==> src/rtl/mips_alu_pkg.sv <==
// rtl/mips_alu_pkg.sv - shared width and ALUControl encodings for the MIPS ALU
package mips_alu_pkg;

   localparam int DATA_W = 32;

   localparam logic [2:0] ALU_AND = 3'b000;
   localparam logic [2:0] ALU_OR  = 3'b001;
   localparam logic [2:0] ALU_ADD = 3'b010;
   localparam logic [2:0] ALU_SUB = 3'b110;
   localparam logic [2:0] ALU_SLT = 3'b111;

endpackage

==> src/rtl/mips_alu_if.sv <==
// rtl/mips_alu_if.sv - operand/result bundle for mips_alu; Overflow exists only with MIPS_ALU_OVERFLOW_EN
interface mips_alu_if;
   import mips_alu_pkg::*;

   logic [DATA_W-1:0] SrcA;
   logic [DATA_W-1:0] SrcB;
   logic [2:0]        ALUControl;
   logic [DATA_W-1:0] ALUResult;
   logic              Zero;
   logic [DATA_W-1:0] ALUResultQ;
   logic              ZeroQ;
`ifdef MIPS_ALU_OVERFLOW_EN
   logic              Overflow;

   modport master (output SrcA, SrcB, ALUControl,
                   input  ALUResult, Zero, ALUResultQ, ZeroQ, Overflow);
   modport slave  (input  SrcA, SrcB, ALUControl,
                   output ALUResult, Zero, ALUResultQ, ZeroQ, Overflow);
`else
   modport master (output SrcA, SrcB, ALUControl,
                   input  ALUResult, Zero, ALUResultQ, ZeroQ);
   modport slave  (input  SrcA, SrcB, ALUControl,
                   output ALUResult, Zero, ALUResultQ, ZeroQ);
`endif

endinterface

==> src/rtl/mips_alu_addsub.sv <==
// rtl/mips_alu_addsub.sv - shared 32-bit adder/subtractor with signed overflow
module mips_alu_addsub
   import mips_alu_pkg::*;
(
   input  logic [DATA_W-1:0] a,
   input  logic [DATA_W-1:0] b,
   input  logic              sub,
   output logic [DATA_W-1:0] sum,
   output logic              overflow
);

   logic [DATA_W-1:0] b_eff;

   // Subtraction is a + ~b + 1: invert b and feed sub in as the carry-in.
   assign b_eff = b ^ {DATA_W{sub}};
   assign sum   = a + b_eff + {{(DATA_W-1){1'b0}}, sub};

   // Signed overflow: effective operands agree in sign but the sum does not.
   assign overflow = (a[DATA_W-1] == b_eff[DATA_W-1]) && (sum[DATA_W-1] != a[DATA_W-1]);

endmodule

==> src/rtl/mips_alu.sv <==
// rtl/mips_alu.sv - single-cycle MIPS ALU with registered result copy; optional MIPS_ALU_OVERFLOW_EN
module mips_alu
   import mips_alu_pkg::*;
(
   input  logic      clk,
   input  logic      reset,
   mips_alu_if.slave alu
);

   logic [DATA_W-1:0] sum;
   logic [DATA_W-1:0] result;
   logic              ovf;
   logic              sub;
   logic              zero;
   logic              slt_bit;

   // SUB and SLT both run the adder in subtract mode.
   assign sub = (alu.ALUControl == ALU_SUB) || (alu.ALUControl == ALU_SLT);

   mips_alu_addsub u_addsub (
      .a        (alu.SrcA),
      .b        (alu.SrcB),
      .sub      (sub),
      .sum      (sum),
      .overflow (ovf)
   );

   // Sign of A-B corrected for overflow gives the true signed less-than.
   assign slt_bit = sum[DATA_W-1] ^ ovf;

   // Operation decode; unused codes produce zero.
   always_comb begin
      result = '0;
      case (alu.ALUControl)
         ALU_AND: result = alu.SrcA & alu.SrcB;
         ALU_OR:  result = alu.SrcA | alu.SrcB;
         ALU_ADD: result = sum;
         ALU_SUB: result = sum;
         ALU_SLT: result = {{(DATA_W-1){1'b0}}, slt_bit};
         default: result = '0;
      endcase
   end

   assign zero          = ~|result;
   assign alu.ALUResult = result;
   assign alu.Zero      = zero;

`ifdef MIPS_ALU_OVERFLOW_EN
   assign alu.Overflow = ((alu.ALUControl == ALU_ADD) || (alu.ALUControl == ALU_SUB)) && ovf;
`endif

   // Pipeline copy of result and zero flag, loaded every cycle.
   always_ff @(posedge clk or posedge reset) begin
      if (reset) begin
         alu.ALUResultQ <= '0;
         alu.ZeroQ      <= 1'b0;
      end else begin
         alu.ALUResultQ <= result;
         alu.ZeroQ      <= zero;
      end
   end

endmodule

==> src/flat_wrapper.sv <==
// flat-port wrapper written by rule: the top's interface ports become plain ports
module mips_alu_flat import mips_alu_pkg::*;
  (clk, reset, alu_SrcA, alu_SrcB, alu_ALUControl, alu_ALUResult, alu_Zero, alu_ALUResultQ, alu_ZeroQ);
  mips_alu_if alu_i ();
  input  logic clk;
  input  logic reset;
  input wire logic [$bits(alu_i.SrcA)-1:0] alu_SrcA;
  input wire logic [$bits(alu_i.SrcB)-1:0] alu_SrcB;
  input wire logic [$bits(alu_i.ALUControl)-1:0] alu_ALUControl;
  output wire logic [$bits(alu_i.ALUResult)-1:0] alu_ALUResult;
  output wire logic [$bits(alu_i.Zero)-1:0] alu_Zero;
  output wire logic [$bits(alu_i.ALUResultQ)-1:0] alu_ALUResultQ;
  output wire logic [$bits(alu_i.ZeroQ)-1:0] alu_ZeroQ;
  assign alu_i.SrcA = alu_SrcA;
  assign alu_i.SrcB = alu_SrcB;
  assign alu_i.ALUControl = alu_ALUControl;
  assign alu_ALUResult = alu_i.ALUResult;
  assign alu_Zero = alu_i.Zero;
  assign alu_ALUResultQ = alu_i.ALUResultQ;
  assign alu_ZeroQ = alu_i.ZeroQ;
  mips_alu u_core (.clk(clk), .reset(reset), .alu(alu_i));
endmodule
==> config.mk <==
export PLATFORM = sky130hd
export DESIGN_NAME = mips_alu_flat
export DESIGN_NICKNAME = d
export VERILOG_FILES = /design/src/rtl/mips_alu_pkg.sv /design/src/rtl/mips_alu_if.sv /design/src/rtl/mips_alu_addsub.sv /design/src/rtl/mips_alu.sv /design/src/flat_wrapper.sv
export SDC_FILE = /design/constraint.sdc
export NUM_CORES = 1
export LEC_CHECK = 0
export BUFFER_PORTS_ARGS = -buffer_cell sky130_fd_sc_hd__buf_2
export CAP_MARGIN = 30
export CORE_MARGIN = 8
export CORE_UTILIZATION = 50
export DETAILED_ROUTE_END_ITERATION = 12
export GPL_ROUTABILITY_DRIVEN = 0
export PLACE_DENSITY_LB_ADDON = 0.12
export SETUP_SLACK_MARGIN = 0.4
export SYNTH_ARGS = -nofsm -noshare
export SYNTH_HDL_FRONTEND = slang
export SYNTH_SLANG_ARGS = --single-unit
==> constraint.sdc <==
create_clock -name clk -period 9.8 [get_ports clk]
set_input_delay 0.49 -clock clk [delete_from_list [all_inputs] [get_ports clk]]
set_output_delay 0.49 -clock clk [all_outputs]
set_load 0.005 [all_outputs]
## Word level (Yosys, flattened, before mapping)

Cells that the tools add are included.

- Register bits: 33
- Logic and storage cells: 21
- Input bits: 69
- Output and inout port bits: 66

- Eq/ne operators: 6
- Reduce and logical (&&, ||, !) cells: 6
- Add/subtract/negate cells: 2
- Bitwise logic cells: 4
- Multiplexer cells: 1

Operators by type and width:

| kind | count |
|---|---|
| $pmux W32 S4 | 1 |
| $add A32 B1 Y32 | 1 |
| $add A32 B32 Y32 | 1 |
| $and A32 B32 Y32 | 1 |
| $or A32 B32 Y32 | 1 |
| $reduce_or A32 Y1 | 1 |
| $xor A32 B32 Y32 | 1 |
| $eq A3 B3 Y1 const B | 2 |
| $eq A3 B1 Y1 const B | 1 |
| $eq A3 B2 Y1 const B | 1 |
| $logic_not A3 Y1 | 1 |
| $reduce_or A2 Y1 | 1 |
| $eq A1 B1 Y1 | 1 |
| $logic_and A1 B1 Y1 | 1 |
| $logic_not A1 Y1 | 1 |
| $logic_or A1 B1 Y1 | 1 |
| $ne A1 B1 Y1 | 1 |
| $xor A1 B1 Y1 | 1 |

## Depth between registers and ports, before layout

- Word-level depth: 11
- Gate-level depth with buffers: 16
- Mapped depth without buffers: 14

## By module

A second synthesis with hierarchy kept.

- Cells, all modules: 442
- Area, all modules: 3865.0 sq um

By module, submodules not included:

| module | sequential area each (sq um) | cells an instance | times used | area an instance (sq um) |
|---|---|---|---|---|
| mips_alu_addsub | 0.0 | 316 | 1 | 2247.2 |
| mips_alu | 825.8 | 126 | 1 | 1617.8 |

## Least setup slack after synthesis

No wires, ideal clock.

- Path type: input port to output port
- From: input alu_ALUControl[1]
- To: output alu_Zero
- Stages on the path: 15
- Data required time: 9310 ps
- Data arrival time: 3905 ps
- Path buffers: 2
- Path slack: 5405 ps
- Cell sequence: buf_2 -> nand2_1 -> buf_1 -> xnor2_1 -> ha_1 -> nand2b_1 -> a211o_1 -> a31o_2 -> o211ai_1 -> xnor2_1 -> o21ai_0 -> or3_1 -> nor4_1 -> nand4b_1 -> nor4_2

- Elaborated cells on any way between the ends: 17
- Classes of those cells: add/sub (2); eq/ne (6); mux (1); bitwise (2); reduce/logical (6)

RTL lines:

| element | RTL line | source |
|---|---|---|
| start: declaration | flat_wrapper.sv:9 | `input wire logic [$bits(alu_i.ALUControl)-1:0] alu_ALUControl;` |
| $eq A3 B3 Y1 | mips_alu.sv:18, mips_alu.sv:34 |  |
| $logic_or A1 B1 Y1 | mips_alu.sv:18 | `assign sub = (alu.ALUControl == ALU_SUB) \|\| (alu.ALUControl == ALU_SLT);` |
| $xor A32 B32 Y32 | mips_alu_addsub.sv:15 | `assign b_eff = b ^ {DATA_W{sub}};` |
| $add A32 B32 Y32 | mips_alu_addsub.sv:16 | `assign sum = a + b_eff + {{(DATA_W-1){1'b0}}, sub};` |
| $add A32 B1 Y32 | mips_alu_addsub.sv:16 |  |
| $pmux W32 S4 (*) | mips_alu.sv:34 | `case (alu.ALUControl)` |
| named net alu_ALUResult[20] | flat_wrapper.sv:10 | `output wire logic [$bits(alu_i.ALUResult)-1:0] alu_ALUResult;` |
| $reduce_or A32 Y1 (*) | mips_alu.sv:44 | `assign zero = ~\|result;` |
| $logic_not A1 Y1 (*) | mips_alu.sv:44 |  |
| end: declaration | flat_wrapper.sv:11 | `output wire logic [$bits(alu_i.Zero)-1:0] alu_Zero;` |

The timed path passes the listed nets; every way through them passes the cells marked *.

## Worst setup path after layout

- From: input alu_ALUControl[1]
- To: output alu_Zero

- Word-level cells in the longest chain between the ends: 11
- Elaborated cells on any way between the ends: 17
- Classes of those cells: add/sub (2); eq/ne (6); mux (1); bitwise (2); reduce/logical (6)

Ends and longest elaborated chain:

| element | RTL line | source |
|---|---|---|
| $eq A3 B3 Y1 | mips_alu.sv:18, mips_alu.sv:34 |  |
| $logic_or A1 B1 Y1 | mips_alu.sv:18 |  |
| $xor A32 B32 Y32 | mips_alu_addsub.sv:15 |  |
| $add A32 B32 Y32 | mips_alu_addsub.sv:16 |  |
| $add A32 B1 Y32 | mips_alu_addsub.sv:16 |  |
| $ne A1 B1 Y1 | mips_alu_addsub.sv:19 | `assign overflow = (a[DATA_W-1] == b_eff[DATA_W-1]) && (sum[DATA_W-1] != a[DATA_W-1]);` |
| $logic_and A1 B1 Y1 | mips_alu_addsub.sv:19 |  |
| $xor A1 B1 Y1 | mips_alu.sv:29 | `assign slt_bit = sum[DATA_W-1] ^ ovf;` |
| $pmux W32 S4 (*) | mips_alu.sv:34 |  |
| $reduce_or A32 Y1 (*) | mips_alu.sv:44 |  |
| $logic_not A1 Y1 (*) | mips_alu.sv:44 |  |

Every way passes the cells marked *; elsewhere a longest branch is shown, timed or not.

==> reports/results.ini <==
[clock_network]
path_clk_slew_ps = 70
post_cts_resize_count = 0
htreeDepth = 2
max-clock-path-buffers = 2
cts_tree = yes
root_buffer = clkbuf_8
post_cts_buffers = 0
clock-sinks = 33
hold_buffers = 0
cts_buffers = 5

[placed_design]
dp_slack_ps = 4730
dp_hpwl_um = 10900
place.port_buffers = 134

[layout]
fill_cells = 781
areaGrowthSynthToFinish_pct = 20.8
drive_gt1_share_pct = 26.6
num_antenna_cells = 0
finish.net_count = 732

[timing]
setup_violations = 0
layout_setup_ws_ps = 4740
period_needed_ps = 5060
grt_setup_unrepaired = no
max_freq_ghz = 0.198
timing.final.crit_share_pct = 51.6
finalMaxSlewViolations = 0
tns_ps = 0
worstMarginPinSlew_ps = 884
slew-limit-headroom_pct = 40.6
hold_violations = 0

[power]
ir_drop_v = 0.0000473
power.density_nw_per_um2 = 123
p_leak_uw = 0.00224

[drt]
first_pass_iters = 5
first_iter_violations = 355
antenna_left = 0
post-route-drc-count = 0
routed_via_density = 6.02
vias = 4408
routed_wirelength_um = 13400
post_drt_wl_per_cell_um = 18.3

[yosys]
ys.flop_type = dfrtp_1
syn_area_um2 = 4050
seq_area_frac_synth_pct = 20.4
synth_edf_count = 0
yosys_warnings = 0
synthTopCellsByCount = nand2_1 (64), xnor2_1 (46), a21oi_1 (40)
syn_area_per_cell_um2 = 8.07
yosys.cell_types.count = 67
synth_area_leaders = dfrtp_1 (20%), ha_1 (11%), xnor2_1 (9.9%)
yosys_register_bits = 33
yosysMostFrequentCell = nand2_1
synthCells = 502
syn_nets = 608
synthArstFlopShare_pct = 100
synth_top_cell_by_area = dfrtp_1
synth_top_area_share_pct = 20.4

[worst_setup_path]
crit_required_ps = 9310
worst-setup-path-type = in -> out
start_kind = input pin
worstSetupEndpointType = primary output
arrival_ps = 4570
crit_fanout = 32

[floorplanning]
ios = 135
die_w_um = 106
start_util_pct = 50.3
die_h_um = 106
rows = 33
dieArea_um2 = 11200
coreArea_um2 = 8050

[hold_path]
hp-class = in -> async

[run]
maxCapViolCount = 0

[grt]
grt_max_degree = 40
antenna_found_initial = 0
grt_pass1_vias = 4364
grtUsageTotal_pct = 23.4
overflow = 0
grt_pass1_wl_um = 21800

[outcome]
status = complete, no violations

-- metal layers --
| metal | vias up | share of wire, % | track usage [%] |
|---|---|---|---|
| met5 | - | 0 | 0 |
| met4 | 0 | 2.1 | 7.34 |
| met3 | 27 | 7.8 | 5.32 |
| met2 | 184 | 44 | 36.5 |
| met1 | 2071 | 46 | 31.3 |
| li1 | 2126 | - | - |
-- cell type report --
class	instances	area, um^2	share of cell area [%]
timing repair buffer	140	716	14.6
inverter	15	56.3	1.15
sequential	33	826	16.9
tap	105	131	2.68
clock buffer	6	72.6	1.48
clock inverter	2	10.0	0.205
multi-input combinational	431	3080	63.0
-- logic make-up (layout without fill, tap and decap cells) --
logic type | after synthesis | after routing | synth area share [%]
and+or+nand+nor | 157 | 157 | 18.8
AOI/OAI and AO/OA | 157 | 157 | 27.1
xor gates and xnor gates | 51 | 51 | 11.2
DFF | 33 | 33 | 20.4
adders and majority gates | 66 | 66 | 18.8
buffers and inverters | 38 | 163 | 3.61
-- power by group --
part	switching, uW	internal (uW)	total [uW]	leakage [uW]
clock	48.2	49.1	97.3	0.0000450
combinational	207	141	348	0.00177
sequential	4.38	154	158	0.000428
-- path summary, 6_finish.rpt --
path	startpoint	endpoint	slack, ps	cells after the start
worst min-delay path	reset	u_core.alu.ALUResultQ[5]	280	3
min in group clk	alu_SrcB[14]	u_core.alu.ALUResultQ[14]	650	3
worst max-delay path	alu_ALUControl[1]	alu_Zero	4740	17
max in group asynchronous	reset	u_core.alu.ALUResultQ[25]	9230	3
-- critical path, stage by stage --
cell      delay [ps]
buf_2            150
nand2_1           70
buf_4            460
xnor2_1          210
inv_1             90
fa_1             410
nand2b_1         190
a211o_1          360
a31o_2           300
o211ai_1         330
xnor2_1          160
o21ai_0          150
or3_1            380
nor4_1           230
nand4b_1         160
nor4_2           270
buf_2            170
-- sequential cells by signal, summed over array words and instances (netlist names) --
register	cells
u_core.alu.ALUResultQ	32
u_core.alu.ZeroQ	1
-- metrics by stage --
step	cell area [um^2]	hold slack, ps	power, uW	std cells	utilization [%]
after CTS	4890	289	603	732	60.8
after global routing	4890	318	650	732	60.8
after detailed placement	4810	592	505	724	59.8
final	4890	278	604	732	60.8
after global placement	4810	585	499	724	59.8
after floorplan	4050	619	386	502	-
-- placed cells by master (no fill, tap or decap), drive strengths merged, types with 4 or more instances in the layout --
cell type  instances
nor4               7
nor2b              5
o211ai             7
a31oi              7
nor2              25
o21ai             38
nand4              9
a211o              4
a31o               5
o31ai              4
ha                36
and3               4
xor2               4
xnor2             47
nor3               8
maj3              29
clkbuf             6
inv               15
and2               4
a221oi             6
dfrtp             33
a2111oi            4
a22oi              4
a21oi             42
nand3             11
or3                6
buf              140
nand2             64
nand2b             4
o21bai             5
a21o               5
No activity file was read; power rests on OpenSTA's default activity.
